==> src/rtl/popcount_seq_ctrl.sv <==
// rtl/popcount_seq_ctrl.sv - byte-serial popcount sequencer driving a shared 8-bit ones-counter
module popcount_seq_ctrl #(
  parameter int NBYTES = 4,
  parameter int CW     = 6
) (
  input  logic                  clk,
  input  logic                  rst_n,
  input  logic                  in_valid,
  output logic                  in_ready,
  input  logic [8*NBYTES-1:0]   in_data,
  output logic [7:0]            cnt_byte,
  input  logic [3:0]            cnt_ones,
  output logic                  out_valid,
  input  logic                  out_ready,
  output logic [CW-1:0]         out_count,
  output logic                  busy
);

  localparam int W  = 8 * NBYTES;
  localparam int IW = (NBYTES > 1) ? $clog2(NBYTES) : 1;
  localparam logic [IW-1:0] LAST_IDX = IW'(NBYTES - 1);

  typedef enum logic [1:0] {
    IDLE = 2'd0,
    RUN  = 2'd1,
    DONE = 2'd2
  } state_t;

  state_t          state;
  logic [W-1:0]    shreg;
  logic [CW-1:0]   acc;
  logic [IW-1:0]   idx;
  logic [CW-1:0]   ones_ext;

  // Illegal counts 9..15 are passed through unclamped on purpose.
  assign ones_ext = CW'(cnt_ones);

  assign in_ready = (state == IDLE);
  assign busy     = (state != IDLE);
  assign cnt_byte = (state == RUN) ? shreg[7:0] : 8'd0;

  always_ff @(posedge clk or negedge rst_n) begin
    if (!rst_n) begin
      state     <= IDLE;
      shreg     <= '0;
      acc       <= '0;
      idx       <= '0;
      out_count <= '0;
      out_valid <= 1'b0;
    end else begin
      case (state)
        IDLE: begin
          if (in_valid) begin
            shreg <= in_data;
            acc   <= '0;
            idx   <= '0;
            state <= RUN;
          end
        end
        RUN: begin
          acc   <= acc + ones_ext;
          shreg <= shreg >> 8;
          idx   <= idx + 1'b1;
          if (idx == LAST_IDX) begin
            out_count <= acc + ones_ext;
            out_valid <= 1'b1;
            state     <= DONE;
          end
        end
        DONE: begin
          if (out_ready) begin
            out_valid <= 1'b0;
            state     <= IDLE;
          end
        end
        default: state <= IDLE;
      endcase
    end
  end

endmodule

==> config.mk <==
export PLATFORM = sky130hd
export DESIGN_NAME = popcount_seq_ctrl
export DESIGN_NICKNAME = d
export VERILOG_FILES = /design/src/rtl/popcount_seq_ctrl.sv
export SDC_FILE = /design/constraint.sdc
export NUM_CORES = 1
export LEC_CHECK = 0
export ABC_CLOCK_PERIOD_IN_PS = 2250
export CORE_MARGIN = 4
export CORE_UTILIZATION = 50
export CTS_CLUSTER_DIAMETER = 150
export DETAILED_ROUTE_END_ITERATION = 10
export MAX_ROUTING_LAYER = met4
export PLACE_DENSITY = 0.8
export REMOVE_ABC_BUFFERS = 1
export SETUP_SLACK_MARGIN = 0.3
export SLEW_MARGIN = 15
export SYNTH_ARGS = -nofsm -noshare
export SYNTH_HDL_FRONTEND = slang
export SYNTH_SLANG_ARGS = --single-unit
==> constraint.sdc <==
create_clock -name clk -period 2.25 [get_ports clk]
set_input_delay 0.45 -clock clk [delete_from_list [all_inputs] [get_ports clk]]
set_output_delay 0.45 -clock clk [all_outputs]
set_load 0.02 [all_outputs]
After elaboration in Yosys (flattened, before gate mapping). Index checks and enable logic that the tools add are counted.

Memory bits (writable): 0. Latch bits: 0. Output and inout port bits: 17. Memory bits (read-only): 0. Input port bits: 40. Logic and storage cells: 36. Flip-flop bits (word level): 49. Memories: 0.

Multiplexer cells: 14. Magnitude comparators: 0. Reduce and logical (&&, ||, !) cells: 8. Equality and inequality tests: 6. $add $sub $neg: 2. Multiply operators: 0. Shift operators: 0. Divide/modulo/power cells: 0. Bitwise operators: 0.

Operator list (number): $pmux W32 S2 (1); $mux W32 (1); $pmux W6 S2 (1); $mux W2 (4); $mux W8 (1); $add A6 B4 Y6 (1); $mux W6 (1); $pmux W2 S3 (1); $reduce_and A3 Y1 (2); $reduce_bool A2 Y1 (3); $eq A2 B2 Y1 const B (2); $ne A2 B2 Y1 const B (2); $pmux W2 S2 (1); $reduce_and A2 Y1 (2); $add A2 B1 Y2 const B (1); $eq A2 B1 Y1 const B (1); $logic_not A2 Y1 (1); $mux W1 (2); $ne A2 B1 Y1 const B (1); $pmux W1 S2 (1).

Logic depth before layout (Yosys ltp). Gate-level depths: netlist of run 1.

Depth after elaboration: 3. Gate-level depth with buffers: 7. Mapped depth without buffers: 6.

Worst setup path before layout of run 1. Ideal clock, no wire load.

Path kind: input -> register. Start point: in cnt_ones[0]. End point: reg out_count[4]. Path buffers: 0. Library setup time: 123 ps. Arrival time: 1683 ps. Setup slack: 444 ps. Required time: 2127 ps. Stages on the path: 6. Cells stage by stage: ha_1 -> fa_1 -> a21o_1 -> a21oi_1 -> xor2_1 -> o21ai_1.

Longest elaborated chain between the ends: 1.

Ends and longest elaborated chain: start, declared (line 12) `input logic [3:0] cnt_ones,`; $add A6 B4 Y6 (line 65) `out_count <= acc + ones_ext;`; end signal, assigned (line 65); end, declared (line 15) `output logic [CW-1:0] out_count,`.

No other way between the ends. A chain may end at the register's enable or synchronous reset.

Final worst setup path of run 1.
Start point: reg state[1]. End point: out busy.

Longest elaborated chain between the ends: 1.

Ends and longest elaborated chain: start, declared (line 29) `state_t state;`; start signal, assigned (line 44) `state <= IDLE;`; start signal, assigned (line 57) `state <= RUN;`; start signal, assigned (line 67) `state <= DONE;`; $reduce_bool A2 Y1 (line 39) `assign busy = (state != IDLE);`; end, declared (line 16) `output logic busy`.

No other way between the ends.

==> flow_summary.toml, run 1 <==
[finish]
drive_gt1_frac = 0.1508
fillers = 374
fin_area_sq_um = 3294
antenna_cells = 0
final_nets = 350
areaGrowthSynthToFinish_pct = 33.99
final_core_util = 0.6929

[worst_setup_path]
cp_num_buf_inv = 4
crit_type = "reg2out"
crit_fanout = 17
critPathMaxStageDelay_ns = 0.43
slowest_stage = "dfrtp_1"
startpoint_type = "register"
r2r_setup_slack_ns = 0.58
end_kind = "output pin"
critPathTopFamily = "buffers and inverters"
cp.required_ns = 1.80
path_cells = "buf_4, buf_6, nor2_1, inv_1, dlygate4sd2_1"
crit_arrival_ns = 1.51

[timing]
hold_ws_ns = 0.1226
max_freq_mhz = 509.2
finalCritPeriodShare = 0.8729
tns_ns = 0
report.final.slew_viol_count = 0
setup_viol = 0
rsz0062_at_grt = "yes"
worst_pin_slew_ns = 0.5412
layout_setup_ws_ns = 0.2861
hold_violations = 0
finalClockSkew_ns = 0.005891
period_minus_slack_ns = 1.964
relSlewSlack = 0.6392

[yosys]
syn_area_sq_um = 2459
synth_warnings = 0
synth_edf_count = 0
synth_top_family_by_area = "compound AO/OA/AOI/OAI gates"
synthAdderAreaFrac = 0.03359
synth_top_area_frac = 0.4987
synth_compound_area_frac = 0.1634
synth_top_area_cell = "dfrtp_1"
seq_area_frac_synth = 0.4987
muxShareOfSynthArea = 0.1038
synth-async-reset-ratio = 1.000
syn_inst = 239
synth_cell_types = 33
yosys.area_share.xor_xnor = 0.01425
yosysMostFrequentCell = "dfrtp_1"
synthTopCellsByCount = "dfrtp_1 (49), nand2_1 (38), o21ai_1 (29)"
synthSimpleGateAreaFrac = 0.1313
synth.area.top_cells = "dfrtp_1 (50%), mux2i_1 (8.5%), o21ai_1 (5.9%)"
ys.flop_type = "dfrtp_1"
avgSynthCellArea_sq_um = 10.29
synth-seq-cells = 49

[die]
core_sq_um = 4755
dieWidth_um = 78.12
dieArea_sq_um = 6103
start_util = 0.5171
rows = 25
dieHeight_um = 78.12
io_pins = 57

[global_route]
grt_pass1_wl_um = 8742
antenna_found_initial = 0
overflow = 0
grt_pass1_vias = 1834
track_usage = 0.1834
grt_max_degree = 35

[route]
vias = 1873
drt-pass1-iter-count = 4
drc = 0
post_drt_via_cell_ratio = 5.035
ant_nets = 0
totalWireLength_um = 5106
wl_per_cell_um = 13.73
drtIter0Drc = 101

[clock_tree]
insertion_delay_ns = 0.29
clk_pin_slew_ns = 0.09
cts_sinks = 49
clock_path_buffers = 2
htree_num_levels = 2
numCtsBuffers = 5
hold_buffers = 0
cts_root_buffer = "clkbuf_8"
cts_tree = "yes"

[power_and_ir_drop]
vdd_drop_max_uv = 597.8
power_density_nw_per_um2 = 1408
p_leak_nw = 1.522

[place]
dpl_worst_slack_ns = -0.04790
post-dp-hpwl_um = 3670
dpl_cell_area_sq_um = 3128
portBuffers = 56
gp_congestion = 0.8007

[run]
cap_violations = 0

[run_status]
outcome = "finished, final reports clean"

[worst_hold_path]
hp-class = "in2async"
==> report_power, final <==
part / leakage (nW) / switching [mW] / internal, mW
clock network: 0.0574 / 0.291 / 0.362
logic: 0.841 / 1.23 / 1.26
registers: 0.623 / 0.231 / 1.27
==> flip-flops by register name, indices dropped and copies added (netlist names) <==
register / count
shreg: 32
acc: 6
out_count: 6
idx: 2
state: 2
out_valid: 1
==> worst paths after layout <==
path / to / cells after the start / startpoint
max: busy / 5 / state[1]
min: shreg[1] / 1 / rst_n
max reg2reg: out_count[4] / 6 / acc[0]
min reg2reg: shreg[3] / 2 / shreg[3]
max in group asynchronous: acc[5] / 2 / rst_n
min in group clk: shreg[3] / 2 / shreg[3]
==> through the flow <==
stage | cells | power (mW)
final | 372 | 4.639
after global routing | 372 | 5.028
after CTS | 369 | 4.577
after detailed placement | 360 | 3.912
after global placement | 360 | 3.822
after floorplan | 223 | 2.969
==> cell type report <==
class	count	area (sq um)	share of cell area
multi-input combinational	170	1114	0.3380
clock inverter	2	37.54	0.01139
timing repair buffer	74	735.7	0.2233
clock buffer	6	82.58	0.02507
inverter	4	15.01	0.004558
tap	67	83.83	0.02545
sequential	49	1226	0.3722
==> layer usage <==
metal,wire [um],track usage
met5,0,-
met4,63,0.05769
met3,212,0.02982
met2,2441,0.2911
met1,2388,0.2434
==> cell usage in the layout, fill, tap and decap left out, types with 5 or more instances in the layout <==
cell,n
clkbuf_8,6
buf_4,14
o21ai_0,8
mux2i_1,21
buf_2,5
a21oi_1,15
nor2b_1,13
and2_1,8
o21ai_1,29
nor2_1,5
nand2_1,38
clkdlybuf4s50_1,45
dfrtp_1,49
==> repair_timing <==
item / 4_1_cts / 5_1_grt
setup buffers: 1 / 2
cloned: 0 / 1
setup endpoints to repair: 12 / 9
resized for setup: 26 / 11
pin swaps: 0 / 2
==> cell families (layout without fill, tap and decap cells) <==
kind of cell    after synthesis  count (layout)
buf+inv                      20              86
compound gates               69              69
xor+xnor                      4               4
fa+ha+maj                     6               6
mux                          24              24
flops                        49              49
simple gates                 67              67
(Power assumes the default switching activity.)
==> inputs of run 2 (changes only) <==
MAX_ROUTING_LAYER = not set   (was met4)
PLACE_DENSITY = 0.87   (was 0.8)
==> run 2 against run 1 <==
Net effect:
- wire length rose by 1.7%
- largest cell class unchanged
- highest routed layer unchanged
- global-route usage barely moved
- combinational power fell by 4%
==> flow_summary.toml, run 2 (same netlist as run 1, synthesis figures left out) <==
[die]
core_sq_um = 4755
dieWidth_um = 78.12
rows = 25
dieArea_sq_um = 6103
io_pins = 57
start_util = 0.5171
dieHeight_um = 78.12

[worst_setup_path]
end_kind = "register"
startpoint_type = "input pin"
crit_arrival_ns = 2.04
slowest_stage = "clkdlybuf4s50_1"
cp.required_ns = 2.44
path_cells = "clkdlybuf4s50_1, ha_1, fa_2, a21o_1, a21oi_4, xor2_1, o21ai_1"
crit_type = "in2reg"
crit_fanout = 3
critPathMaxStageDelay_ns = 0.40

[global_route]
grt_pass1_wl_um = 8825
track_usage = 0.1833
grt_pass1_vias = 1993
grt_max_degree = 50
antenna_found_initial = 0
overflow = 0

[finish]
regArea_sq_um = 1226
fillers = 395
drive_gt1_frac = 0.1526
final_core_util = 0.6876
most-common-layout-cells = "dfrtp_1 (49), clkdlybuf4s50_1 (45), nand2_1 (38)"
top_register = "shreg"
areaGrowthSynthToFinish_pct = 32.98
final_nets = 353
fin_area_sq_um = 3269
largest_register_ff_count = 32
top_regs = "shreg: 32 flops, acc: 6 flops, out_count: 6 flops"
layout.cells.most_common = "dfrtp_1"
antenna_cells = 0
finalNonFillerCells = 375
multi_input_area_sq_um = 1119

[run]
cap_violations = 0

[route]
drtIter0Drc = 136
ant_nets = 0
vias = 1912
drc = 0
post_drt_via_cell_ratio = 5.099
wl_per_cell_um = 13.85
totalWireLength_um = 5194
drt-pass1-iter-count = 4

[clock_tree]
cts_sinks = 49
htree_num_levels = 2
cts_root_buffer = "clkbuf_8"
cts_tree = "yes"
hold_buffers = 0
clock_path_buffers = 2
numCtsBuffers = 5
clk_pin_slew_ns = 0.09
insertion_delay_ns = 0.30

[place]
dpl_worst_slack_ns = -0.04517
dpl_cell_area_sq_um = 3113
portBuffers = 56
gp_congestion = 0.7944
post-dp-hpwl_um = 3627
dp_cells = 363

[power_and_ir_drop]
power_density_nw_per_um2 = 1411
p_leak_nw = 1.533
p_total_mw = 4.613
vdd_drop_max_uv = 568.2

[timing]
worst_pin_slew_ns = 0.6122
period_minus_slack_ns = 1.853
hold_violations = 0
finalClockSkew_ns = 0.002812
rsz0062_at_grt = "no"
finalCritPeriodShare = 0.8237
report.final.slew_viol_count = 0
relSlewSlack = 0.5919
setup_viol = 0
layout_setup_ws_ns = 0.3967
max_freq_mhz = 539.6

[worst_hold_path]
hp-class = "in2async"

[run_status]
outcome = "finished, final reports clean"
==> run 2: repair_timing <==
item | CTS | global route
pin swaps | 0 | 1
endpoints found under the setup margin | 12 | 12
gates resized for setup | 9 | 19
buffers inserted | 4 | 0
==> run 2: final cells by class <==
| cell class | instances | share of cell area |
|---|---|---|
| Multi-Input combinational cell | 170 | 0.3421 |
| Tap cell | 67 | 0.02564 |
| Clock buffer | 5 | 0.02105 |
| Inverter | 4 | 0.004592 |
| Clock inverter | 3 | 0.01990 |
| Sequential cell | 49 | 0.3750 |
| Timing Repair Buffer | 77 | 0.2116 |
==> run 2: report_power, final <==
group	switching, mW	internal (mW)	total (mW)
Sequential	0.223	1.27	1.49
Clock	0.289	0.441	0.731
Combinational	1.23	1.16	2.39
==> run 2: critical path: cells and delay by family <==
kind | cells | cell delay [ns]
XOR/XNOR | 1 | 0.17
adder cells (fa/ha/maj) | 2 | 0.58
buffers and inverters | 1 | 0.40
AO/OA/AOI/OAI | 3 | 0.43
==> run 2: routing by layer <==
layer,routed length (um),global-route usage,vias up
li1,-,-,950
met1,2253,0.2139,913
met2,2599,0.3322,44
met3,283,0.04472,5
met4,57,0.05420,0
met5,0,0,-
==> run 2: final timing paths <==
path,start,to,slack (ns),cells past startpoint
setup / recovery,cnt_ones[0],out_count[4],0.40,7
hold / removal,rst_n,shreg[1],0.23,2
setup reg to reg,acc[0],out_count[4],0.58,6
hold reg to reg,shreg[5],shreg[5],0.48,2
max in group asynchronous,rst_n,shreg[3],1.58,2
min in group clk,shreg[5],shreg[5],0.48,2
==> run 2: metrics by stage <==
| stage | setup TNS [ns] | hold slack [ns] |
|---|---|---|
| 2_1_floorplan | 0 | 0.1544 |
| 6_report | 0 | 0.2303 |
| 5_1_grt | 0 | 0.2860 |
| 4_1_cts | 0 | 0.2703 |
| 3_3_place_gp | 0 | 0.4577 |
| 3_5_place_dp | -0.05928 | 0.4681 |
